<file path="config.mk">
export PLATFORM = sky130hd
export DESIGN_NAME = grid_ram_arbiter_flat
export DESIGN_NICKNAME = d
export VERILOG_FILES = /design/src/rtl/grid_ram_arbiter_pkg.sv /design/src/rtl/grid_ram_arbiter_if.sv /design/src/rtl/grid_ram_arbiter_return_pipe.sv /design/src/rtl/grid_ram_arbiter.sv /design/src/flat_wrapper.sv
export SDC_FILE = /design/constraint.sdc
export NUM_CORES = 1
export LEC_CHECK = 0
export ABC_AREA = 1
export BUFFER_PORTS_ARGS = -buffer_cell sky130_fd_sc_hd__clkbuf_2
export CORE_MARGIN = 8
export CORE_UTILIZATION = 35
export DETAILED_ROUTE_END_ITERATION = 16
export SLEW_MARGIN = 20
export SYNTH_ARGS = -nofsm -noshare
export SYNTH_HDL_FRONTEND = slang
export SYNTH_SLANG_ARGS = --single-unit
</file>
<file path="constraint.sdc">
create_clock -name clk_ram -period 3.1 [get_ports clk_ram]
set_input_delay 0 -clock clk_ram [delete_from_list [all_inputs] [get_ports clk_ram]]
set_output_delay 0 -clock clk_ram [all_outputs]
set_load 0.02 [all_outputs]
</file>
<file path="src/rtl/grid_ram_arbiter_pkg.sv">
// Shared types and defaults for the grid RAM arbiter.
package grid_pkg;

    localparam int unsigned DEF_ADDR_W = 24;

    typedef enum logic [1:0] {
        MODE_IDLE = 2'd0,
        MODE_LOAD = 2'd1,
        MODE_RUN  = 2'd2
    } mode_t;

    typedef enum logic [1:0] {
        OWN_NONE = 2'd0,
        OWN_DISP = 2'd1,
        OWN_ENG  = 2'd2
    } owner_t;

endpackage

</file>
<file path="src/rtl/grid_ram_arbiter_if.sv">
// Requester, mode-control and RAM signals seen by the grid RAM arbiter.
interface grid_ram_arbiter_if #(
    parameter int unsigned ADDR_W = grid_pkg::DEF_ADDR_W
);
    logic              load_start;
    logic              load_done;
    logic              run_en;
    logic [1:0]        mode;

    logic              disp_req;
    logic [ADDR_W-1:0] disp_addr;
    logic              disp_gnt;
    logic              disp_rvalid;
    logic              disp_rdata;

    logic              ld_req;
    logic [ADDR_W-1:0] ld_addr;
    logic              ld_wdata;
    logic              ld_gnt;

    logic              eng_req;
    logic              eng_we;
    logic [ADDR_W-1:0] eng_addr;
    logic              eng_wdata;
    logic              eng_gnt;
    logic              eng_rvalid;
    logic              eng_rdata;

    logic [ADDR_W-1:0] ram_address;
    logic              ram_rden;
    logic              ram_wren;
    logic              ram_write_data;
    logic              ram_read_data;

    // Arbiter side
    modport slave (
        input  load_start, load_done, run_en,
        output mode,
        input  disp_req, disp_addr,
        output disp_gnt, disp_rvalid, disp_rdata,
        input  ld_req, ld_addr, ld_wdata,
        output ld_gnt,
        input  eng_req, eng_we, eng_addr, eng_wdata,
        output eng_gnt, eng_rvalid, eng_rdata,
        output ram_address, ram_rden, ram_wren, ram_write_data,
        input  ram_read_data
    );

    // Requesters and RAM side
    modport master (
        output load_start, load_done, run_en,
        input  mode,
        output disp_req, disp_addr,
        input  disp_gnt, disp_rvalid, disp_rdata,
        output ld_req, ld_addr, ld_wdata,
        input  ld_gnt,
        output eng_req, eng_we, eng_addr, eng_wdata,
        input  eng_gnt, eng_rvalid, eng_rdata,
        input  ram_address, ram_rden, ram_wren, ram_write_data,
        output ram_read_data
    );

endinterface

</file>
<file path="src/rtl/grid_ram_arbiter_return_pipe.sv">
// Tracks the owner of each issued read and steers RAM read data back to it.
module ram_return_pipe
    import grid_pkg::*;
#(
    parameter int unsigned RD_LATENCY = 2
) (
    input  logic   clk_ram,
    input  logic   reset,
    input  owner_t i_tag,
    input  logic   i_rdata,
    output logic   o_disp_rvalid,
    output logic   o_disp_rdata,
    output logic   o_eng_rvalid,
    output logic   o_eng_rdata
);

    localparam int unsigned DEPTH = 1 + RD_LATENCY;

    owner_t r_tag [DEPTH];
    logic   r_disp_hold;
    logic   r_eng_hold;

    // Tag shift register; the last stage lines up with valid RAM data
    always_ff @(posedge clk_ram or posedge reset) begin
        if (reset) begin
            for (int i = 0; i < DEPTH; i++) r_tag[i] <= OWN_NONE;
        end else begin
            r_tag[0] <= i_tag;
            for (int i = 1; i < DEPTH; i++) r_tag[i] <= r_tag[i-1];
        end
    end

    // Keep the last returned bit per requester between returns
    always_ff @(posedge clk_ram or posedge reset) begin
        if (reset) begin
            r_disp_hold <= 1'b0;
            r_eng_hold  <= 1'b0;
        end else begin
            if (r_tag[DEPTH-1] == OWN_DISP) r_disp_hold <= i_rdata;
            if (r_tag[DEPTH-1] == OWN_ENG)  r_eng_hold  <= i_rdata;
        end
    end

    assign o_disp_rvalid = (r_tag[DEPTH-1] == OWN_DISP);
    assign o_eng_rvalid  = (r_tag[DEPTH-1] == OWN_ENG);
    assign o_disp_rdata  = o_disp_rvalid ? i_rdata : r_disp_hold;
    assign o_eng_rdata   = o_eng_rvalid  ? i_rdata : r_eng_hold;

endmodule

</file>
<file path="src/rtl/grid_ram_arbiter.sv">
// Shares the 1-bit grid RAM between display, pattern loader and life engine.
module grid_ram_arbiter
    import grid_pkg::*;
#(
    parameter int unsigned ADDR_W     = DEF_ADDR_W,
    parameter int unsigned RD_LATENCY = 2,
    parameter int unsigned STARVE_MAX = 8
) (
    input  logic              clk_ram,
    input  logic              reset,
    grid_ram_arbiter_if.slave bus
);

    localparam int unsigned      CNT_W   = $clog2(STARVE_MAX + 1);
    localparam logic [CNT_W-1:0] CNT_MAX = CNT_W'(STARVE_MAX);

    mode_t             r_mode;
    mode_t             w_mode_nxt;
    logic [CNT_W-1:0]  r_ld_starve;
    logic [CNT_W-1:0]  r_eng_starve;
    logic              w_ld_ok;
    logic              w_eng_ok;
    logic              w_disp_gnt;
    logic              w_ld_gnt;
    logic              w_eng_gnt;
    owner_t            w_tag;
    logic [ADDR_W-1:0] r_ram_address;
    logic              r_ram_rden;
    logic              r_ram_wren;
    logic              r_ram_wdata;

    // Mode state register
    always_ff @(posedge clk_ram or posedge reset) begin
        if (reset) r_mode <= MODE_IDLE;
        else       r_mode <= w_mode_nxt;
    end

    // Mode next-state: loading and running are mutually exclusive
    always_comb begin
        w_mode_nxt = r_mode;
        case (r_mode)
            MODE_IDLE: begin
                if (bus.load_start)  w_mode_nxt = MODE_LOAD;
                else if (bus.run_en) w_mode_nxt = MODE_RUN;
            end
            MODE_RUN: begin
                if (bus.load_start)   w_mode_nxt = MODE_LOAD;
                else if (!bus.run_en) w_mode_nxt = MODE_IDLE;
            end
            MODE_LOAD: begin
                if (bus.load_done) w_mode_nxt = bus.run_en ? MODE_RUN : MODE_IDLE;
            end
            default: w_mode_nxt = MODE_IDLE;
        endcase
    end

    assign w_ld_ok  = bus.ld_req  && (r_mode == MODE_LOAD);
    assign w_eng_ok = bus.eng_req && (r_mode == MODE_RUN);

    // One grant per cycle; a starved eligible requester overrides display
    always_comb begin
        w_disp_gnt = 1'b0;
        w_ld_gnt   = 1'b0;
        w_eng_gnt  = 1'b0;
        if (!reset) begin
            if (w_ld_ok && (r_ld_starve == CNT_MAX))        w_ld_gnt   = 1'b1;
            else if (w_eng_ok && (r_eng_starve == CNT_MAX)) w_eng_gnt  = 1'b1;
            else if (bus.disp_req)                          w_disp_gnt = 1'b1;
            else if (w_ld_ok)                               w_ld_gnt   = 1'b1;
            else if (w_eng_ok)                              w_eng_gnt  = 1'b1;
        end
    end

    assign bus.disp_gnt = w_disp_gnt;
    assign bus.ld_gnt   = w_ld_gnt;
    assign bus.eng_gnt  = w_eng_gnt;
    assign bus.mode     = r_mode;

    // Starvation counters: count eligible denied cycles, saturating
    always_ff @(posedge clk_ram or posedge reset) begin
        if (reset) begin
            r_ld_starve  <= '0;
            r_eng_starve <= '0;
        end else begin
            if (!bus.ld_req || w_ld_gnt)
                r_ld_starve <= '0;
            else if (w_ld_ok && (r_ld_starve != CNT_MAX))
                r_ld_starve <= r_ld_starve + CNT_W'(1);

            if (!bus.eng_req || w_eng_gnt)
                r_eng_starve <= '0;
            else if (w_eng_ok && (r_eng_starve != CNT_MAX))
                r_eng_starve <= r_eng_starve + CNT_W'(1);
        end
    end

    // Registered RAM command from the granted requester
    always_ff @(posedge clk_ram or posedge reset) begin
        if (reset) begin
            r_ram_address <= '0;
            r_ram_rden    <= 1'b0;
            r_ram_wren    <= 1'b0;
            r_ram_wdata   <= 1'b0;
        end else begin
            r_ram_rden <= w_disp_gnt || (w_eng_gnt && !bus.eng_we);
            r_ram_wren <= w_ld_gnt   || (w_eng_gnt &&  bus.eng_we);
            if (w_disp_gnt) begin
                r_ram_address <= bus.disp_addr;
            end else if (w_ld_gnt) begin
                r_ram_address <= bus.ld_addr;
                r_ram_wdata   <= bus.ld_wdata;
            end else if (w_eng_gnt) begin
                r_ram_address <= bus.eng_addr;
                if (bus.eng_we) r_ram_wdata <= bus.eng_wdata;
            end
        end
    end

    assign bus.ram_address    = r_ram_address;
    assign bus.ram_rden       = r_ram_rden;
    assign bus.ram_wren       = r_ram_wren;
    assign bus.ram_write_data = r_ram_wdata;

    // Return tag for the read issued this cycle
    always_comb begin
        w_tag = OWN_NONE;
        if (w_disp_gnt)                    w_tag = OWN_DISP;
        else if (w_eng_gnt && !bus.eng_we) w_tag = OWN_ENG;
    end

    ram_return_pipe #(
        .RD_LATENCY (RD_LATENCY)
    ) u_return_pipe (
        .clk_ram       (clk_ram),
        .reset         (reset),
        .i_tag         (w_tag),
        .i_rdata       (bus.ram_read_data),
        .o_disp_rvalid (bus.disp_rvalid),
        .o_disp_rdata  (bus.disp_rdata),
        .o_eng_rvalid  (bus.eng_rvalid),
        .o_eng_rdata   (bus.eng_rdata)
    );

endmodule

</file>
<file path="src/flat_wrapper.sv">
// flat-port wrapper written by rule: the top's interface ports become plain ports
module grid_ram_arbiter_flat import grid_pkg::*;
#(
    parameter int unsigned ADDR_W     = DEF_ADDR_W,
    parameter int unsigned RD_LATENCY = 2,
    parameter int unsigned STARVE_MAX = 8
)
  (clk_ram, reset, bus_load_start, bus_load_done, bus_run_en, bus_mode, bus_disp_req, bus_disp_addr, bus_disp_gnt, bus_disp_rvalid, bus_disp_rdata, bus_ld_req, bus_ld_addr, bus_ld_wdata, bus_ld_gnt, bus_eng_req, bus_eng_we, bus_eng_addr, bus_eng_wdata, bus_eng_gnt, bus_eng_rvalid, bus_eng_rdata, bus_ram_address, bus_ram_rden, bus_ram_wren, bus_ram_write_data, bus_ram_read_data);
  grid_ram_arbiter_if #(.ADDR_W(ADDR_W)) bus_i ();
  input  logic clk_ram;
  input  logic reset;
  input wire logic [$bits(bus_i.load_start)-1:0] bus_load_start;
  input wire logic [$bits(bus_i.load_done)-1:0] bus_load_done;
  input wire logic [$bits(bus_i.run_en)-1:0] bus_run_en;
  output wire logic [$bits(bus_i.mode)-1:0] bus_mode;
  input wire logic [$bits(bus_i.disp_req)-1:0] bus_disp_req;
  input wire logic [$bits(bus_i.disp_addr)-1:0] bus_disp_addr;
  output wire logic [$bits(bus_i.disp_gnt)-1:0] bus_disp_gnt;
  output wire logic [$bits(bus_i.disp_rvalid)-1:0] bus_disp_rvalid;
  output wire logic [$bits(bus_i.disp_rdata)-1:0] bus_disp_rdata;
  input wire logic [$bits(bus_i.ld_req)-1:0] bus_ld_req;
  input wire logic [$bits(bus_i.ld_addr)-1:0] bus_ld_addr;
  input wire logic [$bits(bus_i.ld_wdata)-1:0] bus_ld_wdata;
  output wire logic [$bits(bus_i.ld_gnt)-1:0] bus_ld_gnt;
  input wire logic [$bits(bus_i.eng_req)-1:0] bus_eng_req;
  input wire logic [$bits(bus_i.eng_we)-1:0] bus_eng_we;
  input wire logic [$bits(bus_i.eng_addr)-1:0] bus_eng_addr;
  input wire logic [$bits(bus_i.eng_wdata)-1:0] bus_eng_wdata;
  output wire logic [$bits(bus_i.eng_gnt)-1:0] bus_eng_gnt;
  output wire logic [$bits(bus_i.eng_rvalid)-1:0] bus_eng_rvalid;
  output wire logic [$bits(bus_i.eng_rdata)-1:0] bus_eng_rdata;
  output wire logic [$bits(bus_i.ram_address)-1:0] bus_ram_address;
  output wire logic [$bits(bus_i.ram_rden)-1:0] bus_ram_rden;
  output wire logic [$bits(bus_i.ram_wren)-1:0] bus_ram_wren;
  output wire logic [$bits(bus_i.ram_write_data)-1:0] bus_ram_write_data;
  input wire logic [$bits(bus_i.ram_read_data)-1:0] bus_ram_read_data;
  assign bus_i.load_start = bus_load_start;
  assign bus_i.load_done = bus_load_done;
  assign bus_i.run_en = bus_run_en;
  assign bus_mode = bus_i.mode;
  assign bus_i.disp_req = bus_disp_req;
  assign bus_i.disp_addr = bus_disp_addr;
  assign bus_disp_gnt = bus_i.disp_gnt;
  assign bus_disp_rvalid = bus_i.disp_rvalid;
  assign bus_disp_rdata = bus_i.disp_rdata;
  assign bus_i.ld_req = bus_ld_req;
  assign bus_i.ld_addr = bus_ld_addr;
  assign bus_i.ld_wdata = bus_ld_wdata;
  assign bus_ld_gnt = bus_i.ld_gnt;
  assign bus_i.eng_req = bus_eng_req;
  assign bus_i.eng_we = bus_eng_we;
  assign bus_i.eng_addr = bus_eng_addr;
  assign bus_i.eng_wdata = bus_eng_wdata;
  assign bus_eng_gnt = bus_i.eng_gnt;
  assign bus_eng_rvalid = bus_i.eng_rvalid;
  assign bus_eng_rdata = bus_i.eng_rdata;
  assign bus_ram_address = bus_i.ram_address;
  assign bus_ram_rden = bus_i.ram_rden;
  assign bus_ram_wren = bus_i.ram_wren;
  assign bus_ram_write_data = bus_i.ram_write_data;
  assign bus_i.ram_read_data = bus_ram_read_data;
  grid_ram_arbiter #(.ADDR_W(ADDR_W), .RD_LATENCY(RD_LATENCY), .STARVE_MAX(STARVE_MAX)) u_core (.clk_ram(clk_ram), .reset(reset), .bus(bus_i));
endmodule
</file>
==> summary.md <==
| Metric | Value |
|---|---|
| Outcome | `complete, no violations` |
| Routed Antenna Nets | `0` |
| Worst r2r src | `u_core.r_eng_starve[0]` |
| Worst R2R Setup Slack | `just over 0.7 ns` |
| Synth unique cells | `24` |
| Fmax achieved | `0.419 GHz` |
| Crit end category | `flop` |
| Die Span Y | `approximately 100 microns` |
| Syn_nets | `430` |
| Initial antenna violation count | `0` |
| Seq cells post-synth | `between 40 and 50` |
| Layout area overhead | `31.5%` |
| Slew Limit Fails | `0` |
| Total CTS buffers | `5` |
| CP arrival | `2.62 ns` |
| Core area | `0.00710 sq mm` |
| Post-route cell area | `0.00330 sq mm` |
| FF+latch area | `about 0.0011 sq mm` |
| Total track usage | `14.7%` |
| Net count, final | `550` |
| Mapped Avg Cell Area | `7.33 sq um` |
| Synth warn | `0` |
| Drt initial violations | `between 80 and 90` |
| Avg WL per Cell | `13.2 microns` |
| Yosys top cell area share | `44.9%` |
| WS Path Type | `flop to flop` |
| First-pass GRT wire length | `11900 microns` |
| Setup Viol. Count Final | `0` |
| MaxCap Viol Count | `0` |
| Detailed Place HPWL | `5520 microns` |
| Slew headroom | `68.1%` |
| Initial core utilization | `about a third` |
| Max FO, Critical Path | `27` |
| LEAKAGE | `1.95 nW` |
| Number of remaining DRC errors | `0` |
| Total grt overflow | `0` |
| Clock Latency Late Sink | `0.29 ns` |
| Crit share post-route | `77.0%` |
| Clock transition at path regs | `0.08 ns` |
| Dpl ws | `0.729 ns` |
| CTS tree | `yes` |
| Commonest non-fill, non-tap cells in the layout | `clkbuf_2 (119), nand2_1 (116), nand3_1 (81), dfrtp_1 (45), inv_1 (42)` |
| Worst hold path depth | `5` |
| Setup TNS | `0 ns` |
| Reg2Reg Depth | `10` |
| Layout cells sized above 1 | `29.9%` |
| I/O pins | `120` |
| Power Density | `483 mW/mm^2` |
| Worst setup startpoint | `u_core.r_eng_starve[0]` |
| Port bufs | `119` |
| Clk sink count | `45` |
| Largest net degree at the start of global routing | `38` |
| DP Area | `between 0.003 and 0.004 sq mm` |
| Fill count | `between 700 and 800` |
| Std cell rows | `31` |
| Fin worst setup slack | `between 0.7 and 0.8 ns` |
| DR pass1 iterations | `4` |
| Vias post-DR | `2606` |
| RSZ-0062 raised after global routing | `no` |
| Reg-to-reg critical path endpoint | `u_core.bus.ram_address[5]` |
| Worst slew pin tran | `about 0.48 ns` |
| Routed vias/inst | `~4.6` |
| CP Launch Type | `flop` |
| Cell taking the most area after synthesis | `dfrtp_1` |
| Final hold slack | `0.0150 ns` |
| Hold Vio Cnt, Final | `0` |
| Vias in the first global route | `2586` |
| Hold endpoint | `u_core.bus.ram_address[11]` |
| Multi-input logic area | `0.00112 sq mm` |
| Hold Path Class | `primary input to flop` |
| Peak supply drop | `195 uV` |
| Die area | `between 0.01 and 0.015 sq mm` |
| Longest Clk Path Bufs | `2` |
| Post-Syn Area | `0.00251 sq mm` |
| Critical Path RT | `around 3.3 ns` |
| # diodes | `0` |
| Max H-tree Level | `2` |
| Drt total wl | `approximately 7400 microns` |
| Die X-Extent | `101 microns` |
| Seq/Total Area, Yosys | `44.9%` |
| Syn Inst Count | `342` |
| # resized after CTS | `0` |
| Global placement routability congestion | `about 0.81` |
| Area contributors post-synth | `dfrtp_1 (45%), nand2_1 (17%), nand3_1 (16%)` |
| Period minus WS final | `2.39 ns` |
| Worst Clk Skew | `0.00889 ns` |
| Commonest non-fill, non-tap cell in the layout | `clkbuf_2` |
| Hold wc startpoint | `bus_disp_addr[11]` |
| Root Driver | `clkbuf_8` |
==> where the power goes <==
| group | total, mW | switching [mW] | leakage [nW] | internal (mW) |
|---|---|---|---|---|
| Clock | 0.362 | 0.185 | 0.0443 | 0.177 |
| Combinational | 0.496 | 0.317 | 1.34 | 0.178 |
| Sequential | 0.734 | 0.0581 | 0.570 | 0.676 |
==> critical path: stages, from the launching register on <==
cell and delay, ns:
dfrtp_1 0.41, inv_1 0.10, ha_1 0.15, nand3_1 0.17, nor2_1 0.15, nor2_1 0.07, nand2_4 0.27, nand3_4 0.34
inv_2 0.42, nand2_1 0.11, nand2_1 0.09
==> registers in the layout, summed over array words and instances, names as in the netlist <==
register and count:
u_core.bus.mode 2, u_core.bus.ram_address 24, u_core.bus.ram_rden 1, u_core.bus.ram_wren 1
u_core.bus.ram_write_data 1, u_core.r_eng_starve 4, u_core.r_ld_starve 4, u_core.u_return_pipe.r_disp_hold 1
u_core.u_return_pipe.r_eng_hold 1, u_core.u_return_pipe.r_tag 6
==> per-layer routing <==
layer  part of all wire [%]  global-route usage (%)  vias to the layer above
li1                       -                       -                     1312
met1                     42                    16.9                     1186
met2                     48                    25.3                      102
met3                    8.9                    5.25                        6
met4                   0.77                    3.60                        0
met5                      0                       0                        -
==> final cells by class <==
class	instances	share of cell area (%)
well taps	99	3.76
clock buffers	7	2.62
inverters	45	5.12
flip-flops and latches	45	34.1
multi-input cells	237	33.9
repair buffers	128	20.5
==> metrics by stage <==
step	util, %	instances	power [mW]
detailed placement	44.5	549	1.24
CTS	46.5	561	1.62
finish	46.5	561	1.59
global placement	44.5	549	1.23
floorplan	-	342	1.04
global route	46.5	561	1.70
==> how the worst max path moves through the flow <==
stage                                      end  slack (ns)  cells past startpoint
floorplan           u_core.bus.ram_address[10]        0.96                      6
global placement    u_core.bus.ram_address[13]        0.80                     10
detailed placement   u_core.bus.ram_address[5]        0.73                     10
CTS                  u_core.bus.ram_address[5]        0.70                     10
global route        u_core.bus.ram_address[17]        0.40                     10
finish               u_core.bus.ram_address[5]        0.71                     10
==> what timing repair did <==
action | in CTS | in global routing
endpoints found under the hold margin | 49 | 0
hold buffers | 5 | 0
buffers inserted | 0 | 0
==> cell families after synthesis <==
group / Yosys count / share of synthesized area, %
AO/OA/AOI/OAI: 9 / 2.54
XOR/XNOR: 5 / 1.75
flip-flops: 45 / 44.9
adder cells (fa/ha/maj): 4 / 2.00
AND/OR/NAND/NOR: 219 / 38.3
buffers and inverters: 60 / 10.5
==> synth_stat cells <==
library cell / n
buf_2: 7
nor3_1: 3
a21oi_4: 1
nand2_4: 1
buf_4: 4
nand3_2: 1
nand3_1: 81
nand2_2: 1
o2111ai_1: 1
a21oi_1: 3
clkbuf_1: 2
nor2_1: 14
clkinv_1: 1
ha_1: 4
inv_1: 42
buf_6: 2
o21ai_0: 3
xor2_1: 5
o31a_1: 1
nand3_4: 1
dfrtp_1: 45
inv_2: 2
or2_2: 1
nand2_1: 116
Note: power is estimated with default switching activity, not from simulation.
